`config.mk`:
```
export PLATFORM = sky130hd
export DESIGN_NAME = alu_exec_ctrl
export DESIGN_NICKNAME = d
export VERILOG_FILES = /design/src/rtl/alu_exec_ctrl_pkg.sv /design/src/rtl/alu_exec_ctrl_core.sv /design/src/rtl/alu_exec_ctrl.sv
export SDC_FILE = /design/constraint.sdc
export NUM_CORES = 1
export LEC_CHECK = 0
export CAP_MARGIN = 30
export CORE_UTILIZATION = 57
export DETAILED_ROUTE_END_ITERATION = 10
export PLACE_DENSITY = 0.91
export SYNTH_ARGS = -nofsm -noshare
export SYNTH_HDL_FRONTEND = slang
export SYNTH_SLANG_ARGS = --single-unit
```
`constraint.sdc`:
```
create_clock -name clk -period 5.2 [get_ports clk]
set_input_delay 1.04 -clock clk [delete_from_list [all_inputs] [get_ports clk]]
set_output_delay 1.04 -clock clk [all_outputs]
set_load 0.02 [all_outputs]
```
`src/rtl/alu_exec_ctrl_pkg.sv`:
```
// Shared op-code constants and sequencer state encoding for the MicroUAZ
// operand-latch / execution block.
package alu_exec_ctrl_pkg;

   localparam logic [2:0] OP_AND   = 3'd0;
   localparam logic [2:0] OP_OR    = 3'd1;
   localparam logic [2:0] OP_XOR   = 3'd2;
   localparam logic [2:0] OP_NOT   = 3'd3;
   localparam logic [2:0] OP_ADD   = 3'd4;
   localparam logic [2:0] OP_SUB   = 3'd5;
   localparam logic [2:0] OP_PASSA = 3'd6;
   localparam logic [2:0] OP_PASSB = 3'd7;

   typedef enum logic [1:0] {
      IDLE = 2'd0,
      EXEC = 2'd1,
      WB   = 2'd2
   } state_t;

endpackage

```
`src/rtl/alu_exec_ctrl_core.sv`:
```
// Combinational op-unit bank: per-bit logic units, one shared adder/subtractor,
// and a result mux selected by op. Logic/pass ops forward carry_in untouched.
module alu_core
   import alu_exec_ctrl_pkg::*;
#(
   parameter int N = 8
) (
   input  logic [N-1:0] op_a,
   input  logic [N-1:0] op_b,
   input  logic [2:0]   op,
   input  logic         carry_in,
   output logic [N-1:0] result,
   output logic         carry_out
);

   logic [N-1:0] and_bits;
   logic [N-1:0] or_bits;
   logic [N-1:0] xor_bits;
   logic [N-1:0] not_bits;
   logic [N-1:0] b_mux;
   logic [N:0]   sum;
   logic         sub;

   genvar gi;
   generate
      for (gi = 0; gi < N; gi++) begin : g_bit
         assign and_bits[gi] = op_a[gi] & op_b[gi];
         assign or_bits[gi]  = op_a[gi] | op_b[gi];
         assign xor_bits[gi] = op_a[gi] ^ op_b[gi];
         assign not_bits[gi] = ~op_a[gi];
      end
   endgenerate

   // Subtract as A + ~B + 1; the adder's carry-out is then "no borrow".
   assign sub   = (op == OP_SUB);
   assign b_mux = sub ? ~op_b : op_b;
   assign sum   = {1'b0, op_a} + {1'b0, b_mux} + {{N{1'b0}}, sub};

   always_comb begin
      result    = '0;
      carry_out = carry_in;
      case (op)
         OP_AND:   result = and_bits;
         OP_OR:    result = or_bits;
         OP_XOR:   result = xor_bits;
         OP_NOT:   result = not_bits;
         OP_ADD: begin
            result    = sum[N-1:0];
            carry_out = sum[N];
         end
         OP_SUB: begin
            result    = sum[N-1:0];
            carry_out = ~sum[N];
         end
         OP_PASSA: result = op_a;
         OP_PASSB: result = op_b;
         default:  result = '0;
      endcase
   end

endmodule

```
`src/rtl/alu_exec_ctrl.sv`:
```
// Operand registers, IDLE/EXEC/WB sequencer, accumulator and Z/N/C flags with a
// start/busy/done handshake towards the control unit.
module alu_exec_ctrl
   import alu_exec_ctrl_pkg::*;
#(
   parameter int N = 8
) (
   input  logic         clk,
   input  logic         rst_n,
   input  logic [N-1:0] bus_in,
   input  logic         load_a,
   input  logic         load_b,
   input  logic [2:0]   op,
   input  logic         start,
   output logic         busy,
   output logic         done,
   output logic [N-1:0] op_a,
   output logic [N-1:0] op_b,
   output logic [N-1:0] acc,
   output logic         flag_z,
   output logic         flag_n,
   output logic         flag_c
);

   state_t       state_reg, state_next;
   logic [2:0]   op_reg;
   logic [N-1:0] a_reg, b_reg, acc_reg;
   logic         z_reg, n_reg, c_reg, done_reg;
   logic         idle, wb_en;
   logic [N-1:0] result;
   logic         carry_out;

   always_ff @(posedge clk or negedge rst_n) begin
      if (!rst_n) state_reg <= IDLE;
      else        state_reg <= state_next;
   end

   always_comb begin
      state_next = state_reg;
      case (state_reg)
         IDLE:    if (start) state_next = EXEC;
         EXEC:    state_next = WB;
         WB:      state_next = IDLE;
         default: state_next = IDLE;
      endcase
   end

   always_comb begin
      idle  = (state_reg == IDLE);
      wb_en = (state_reg == WB);
      busy  = (state_reg != IDLE);
   end

   alu_core #(.N(N)) u_core (
      .op_a      (a_reg),
      .op_b      (b_reg),
      .op        (op_reg),
      .carry_in  (c_reg),
      .result    (result),
      .carry_out (carry_out)
   );

   // Operands and op are only writable in IDLE, so they stay frozen through EXEC/WB.
   always_ff @(posedge clk or negedge rst_n) begin
      if (!rst_n) begin
         a_reg    <= '0;
         b_reg    <= '0;
         op_reg   <= '0;
         acc_reg  <= '0;
         z_reg    <= 1'b1;
         n_reg    <= 1'b0;
         c_reg    <= 1'b0;
         done_reg <= 1'b0;
      end else begin
         done_reg <= wb_en;
         if (idle) begin
            if (load_a) a_reg <= bus_in;
            if (load_b) b_reg <= bus_in;
            if (start)  op_reg <= op;
         end
         if (wb_en) begin
            acc_reg <= result;
            z_reg   <= (result == '0);
            n_reg   <= result[N-1];
            c_reg   <= carry_out;
         end
      end
   end

   assign done   = done_reg;
   assign op_a   = a_reg;
   assign op_b   = b_reg;
   assign acc    = acc_reg;
   assign flag_z = z_reg;
   assign flag_n = n_reg;
   assign flag_c = c_reg;

endmodule

```
Yosys cells after proc, flatten, opt, wreduce, memory -nomap -nowiden

Index checks and enable logic that the tools add are counted.
Widths: inputs -> output; s select.

Flip-flop bits (word level): 33
Input port bits: 16
Logic and storage cells: 70
Output and inout port bits: 29

Add/subtract/negate cells: 2
Reductions and logical operators: 10
Bitwise gates (word level): 34
Equality and inequality tests: 10
Multiplexer cells: 5

Operator list:

| cell               | count |
|---|---|
| $pmux 8 s7         | 1 |
| $eq 3x3->1 const B | 4 |
| $add 8x8->9        | 1 |
| $add 9x1->9        | 1 |
| $not 1->1          | 9 |
| $and 1x1->1        | 8 |
| $logic_not 8->1    | 1 |
| $mux 8             | 1 |
| $not 8->8          | 1 |
| $or 1x1->1         | 8 |
| $reduce_and 2->1   | 4 |
| $xor 1x1->1        | 8 |
| $eq 3x2->1 const B | 2 |
| $pmux 2 s2         | 1 |
| $reduce_bool 2->1  | 2 |
| $eq 3x1->1 const B | 1 |
| $logic_not 3->1    | 1 |
| $eq 2x1->1 const B | 1 |
| $eq 2x2->1 const B | 1 |
| $logic_not 2->1    | 1 |
| $mux 2             | 1 |
| $ne 2x2->1 const B | 1 |
| $pmux 1 s2         | 1 |
| $reduce_or 2->1    | 1 |

Depth between registers and ports, before layout

Word-level depth: 6
Mapped depth: 11
Depth with buffers taken out: 10

Hierarchy

A second synthesis with hierarchy kept.

Cells, all modules: 244
Area, all modules: 2,413.6 µm²

By module, submodules not included:

| module        | times used | cells each | sequential area each (µm²) | area each (µm²) |
|---|---|---|---|---|
| alu_exec_ctrl | 1          | 78         | 802.0                      | 1,217.4 |
| alu_core      | 1          | 166        | 0.0                        | 1,196.1 |

Worst setup path after synthesis

No wires, ideal clock.

Path kind: flip-flop to flip-flop
From: register op_reg[0]
To: register z_reg (netlist: flag_z)
Setup time: 0.091 ns
Slack: 2.041 ns
Arrival: 3.069 ns
Data required time: 5.109 ns
Cell stages (with the launch flop): 12
Buffers on the path: 2
Clock period less this slack: 3.159 ns
Path through: dfrtp_1 > buf_4 > clkbuf_1 > nand2_1 > xnor2_1 > ha_1 > a311o_1 > a41oi_4 > o221ai_2 > a222oi_1 > nand2_1 > o31ai_1

Word-level cells in the longest chain between the ends: 6
Elaborated cells on any way between the ends: 14
Classes of those cells: add/sub (2); eq/ne (7); mux (2); reduce/logical (3)

Ends and longest elaborated chain:

| what                   | line                                               | RTL |
|---|---|---|
| start, declared        | alu_exec_ctrl.sv:26                                | `logic [2:0] op_reg;` |
| start signal, assigned | alu_exec_ctrl.sv:79                                | `if (start) op_reg <= op;` |
| $eq 3x3->1             | alu_exec_ctrl_core.sv:35, alu_exec_ctrl_core.sv:42 |  |
| $mux 8                 | alu_exec_ctrl_core.sv:36                           | `assign b_mux = sub ? ~op_b : op_b;` |
| $add 8x8->9            | alu_exec_ctrl_core.sv:37                           | `assign sum = {1'b0, op_a} + {1'b0, b_mux} + {{N{1'b0}}, sub};` |
| $add 9x1->9            | alu_exec_ctrl_core.sv:37                           |  |
| $pmux 8 s7 *           | alu_exec_ctrl_core.sv:42                           | `case (op)` |
| $logic_not 8->1 *      | alu_exec_ctrl.sv:83                                | `z_reg <= (result == '0);` |
| end signal, assigned   | alu_exec_ctrl.sv:83                                |  |
| end, declared          | alu_exec_ctrl.sv:28                                | `logic z_reg, n_reg, c_reg, done_reg;` |

Every way passes the cells marked *; elsewhere a longest branch is shown, timed or not.
A chain may end at the register's enable or synchronous reset.

Worst setup path in the final report

From: register op_reg[1]
To: register z_reg (netlist: flag_z)

Same word-level chain as after synthesis.

==> impl_metrics.tcl <==
set metrics [dict create \
    cts_buffer_depth 2 \
    crit_slowest_cell "nor2b_1" \
    tritoncts "done" \
    antenna_found_initial 0 \
    clock_skew_ns 0.0129 \
    hold_slack_ns 0.473 \
    crit_arrival_ns 4.26 \
    yosysUniqueCellTypes 53 \
    numCtsBuffers 5 \
    postLayoutCellArea_um2 2960 \
    drtAntennaViolNets 0 \
    dp_hpwl_um 4250 \
    hold_path_class "reg -> reg" \
    drive_above_1_share_pct 4.94 \
    syn_to_final_growth_pct 22.0 \
    core-area_um2 4060 \
    syn_nets 328 \
    crit_buf_inv 0 \
    final.min_clock_period_ns 4.05 \
    critical_path.top_delay_family "simple AND/OR/NAND/NOR gates" \
    start_util_pct 59.9 \
    slew_headroom_pct 47.0 \
    rsz0062_at_grt "false" \
    final_common_cell "clkdlybuf4s50_1" \
    ys_seq_elements 32 \
    p_per_area_nw_per_um2 505 \
    die_h_um 67.3 \
    nets 363 \
    max_cap_violations 0 \
    grt_max_degree 34 \
    netlist_instances 288 \
    gp_congestion 0.899 \
    ys_seq_area_share_pct 33.0 \
    synth-main-ff-cell "dfrtp_1" \
    chipWidth_um 67.3 \
    path_cells "nor2b_1 -> nand2_1 -> xnor2_1 -> ha_1 -> a311o_1 -> a41oi_4 -> mux2i_1 -> nor4bb_1 -> nand4_1 -> o31ai_1" \
    clk_pin_slew_worst_paths_ns 0.07 \
    cts_sinks 32 \
    placed_area_um2 2860 \
    die-area_um2 4530 \
    cts-root-buf "clkbuf_8" \
    grt_pass1_wl_um 9430 \
    synth-async-reset-ratio_pct 100 \
    synth_edf_count 0 \
    track_usage_pct 28.5 \
    cp-end-kind "flop" \
    clkLatencyLatePin_ns 0.30 \
    leakage_nw 1.30 \
    hold_violations 0 \
    initialDrtViolationCount 248 \
    final_cell_mix "clkdlybuf4s50_1, nand2_1, o21ai_0" \
    path_class "reg -> reg" \
    rows 23 \
    synth.avg_cell_area_um2 8.43 \
    max_slew.worst_pin.slew_ns 0.796 \
    cts_resized 0 \
    grt_pass1_vias 1974 \
    grt-ovfl-total 0 \
    cts_setup_buffers 0 \
    timing.final.ws_setup_ns 1.15 \
    holdBufCountCts 0 \
    finalSetupTns_ns 0 \
    io_buffers 44 \
    drv_slew 0 \
    num_io_pins 45 \
    dp_slack_ns 1.23 \
    ir_worst_vdd_uv 271 \
    cp.required_ns 5.41 \
    dr.pass1.iters 5 \
    fillers 328 \
    wl_per_cell_um 15.8 \
    via_per_inst 5.91 \
    route.vias.total 2212 \
    drc 0 \
    diodes 0 \
    outcome "finished clean" \
    setup_viol 0 \
    htreeDepth 2 \
    startpoint_type "flop" \
    synth_warnings 0 \
    wl_um 5910 \
    finalCritPeriodShare_pct 77.9 \
    synthesis.area_um2 2430 \
    cp_max_fo 24 \
    max_stage_delay_ns 0.68 \
    fmax_mhz 247 \
]
worst paths after layout:
check	from	end	slack, ns	cells after the start
worst min register to register	flag_z	flag_z	0.47	2
min in group asynchronous	rst_n	acc[4]	1.14	2
worst min-delay path	flag_z	flag_z	0.47	2
max in group asynchronous	rst_n	flag_z	3.73	2
worst max-delay path	op_reg[1]	flag_z	1.15	10
worst max register to register	op_reg[1]	flag_z	1.15	10
logic make-up after synthesis:
kind of cell	synth area share [%]
fa+ha+maj	12.7
simple gates	19.2
flops	33.0
compound gates	21.6
mux	2.99
xor+xnor	2.89
buf+inv	7.62
cells in the mapped netlist, types with 2 or more instances:
master	n	area, um^2
o221ai_1	3	26.3
o31ai_1	3	22.5
and3_1	4	25.0
a31oi_1	4	25.0
nor2_1	14	52.6
and2_1	4	25.0
xnor2_1	8	70.1
a311oi_1	2	17.5
a211oi_1	5	37.5
nand2b_1	5	31.3
o21ai_0	33	165
buf_4	2	15.0
inv_1	23	86.3
or3_1	8	50.1
buf_2	6	30.0
a21oi_1	13	65.1
nor2b_1	8	50.1
mux2_2	2	22.5
clkbuf_1	8	30.0
mux2i_1	5	50.1
nor4_1	2	12.5
nand3_1	5	25.0
nand2_1	37	139
dfrtp_1	31	776
ha_1	23	288
o211ai_1	2	15.0
nor3_1	2	10.0
layer usage:
metal	wire (um)	global-route usage (%)	vias to the layer above
met1	2670	38.4	1003
met2	2730	43.9	109
met3	376	6.08	17
met5	0	0	-
li1	-	-	1083
met4	133	11.4	0
report_power, final:
part	internal [mW]	leakage, nW	switching [mW]
Sequential	0.321	0.393	0.0980
Clock	0.142	0.0552	0.0981
Combinational	0.375	0.848	0.463
Total	0.837	1.30	0.659
worst reg2reg max path: stages (launching register included):
cell and delay, ns:
dfrtp_1 0.65, nor2b_1 0.68, nand2_1 0.44, xnor2_1 0.39, ha_1 0.33, a311o_1 0.36, a41oi_4 0.26, mux2i_1 0.20
nor4bb_1 0.28, nand4_1 0.14, o31ai_1 0.23
per-stage QoR:
step	instances	util (%)	power, mW
floorplan	288	-	0.975
finish	374	73.0	1.50
global placement	366	70.4	1.22
global route	374	73.0	1.60
CTS	374	73.0	1.49
detailed placement	366	70.4	1.24
final cells by class:
class	count	area, um^2	share of cell area, %
Multi-Input combinational cell	213	1440	48.6
Timing Repair Buffer	46	455	15.4
Sequential cell	32	802	27.1
Clock buffer	6	72.6	2.45
Inverter	25	93.8	3.17
Clock inverter	2	35.0	1.18
Tap cell	50	62.6	2.11
Power figures use the tool's default switching activity.
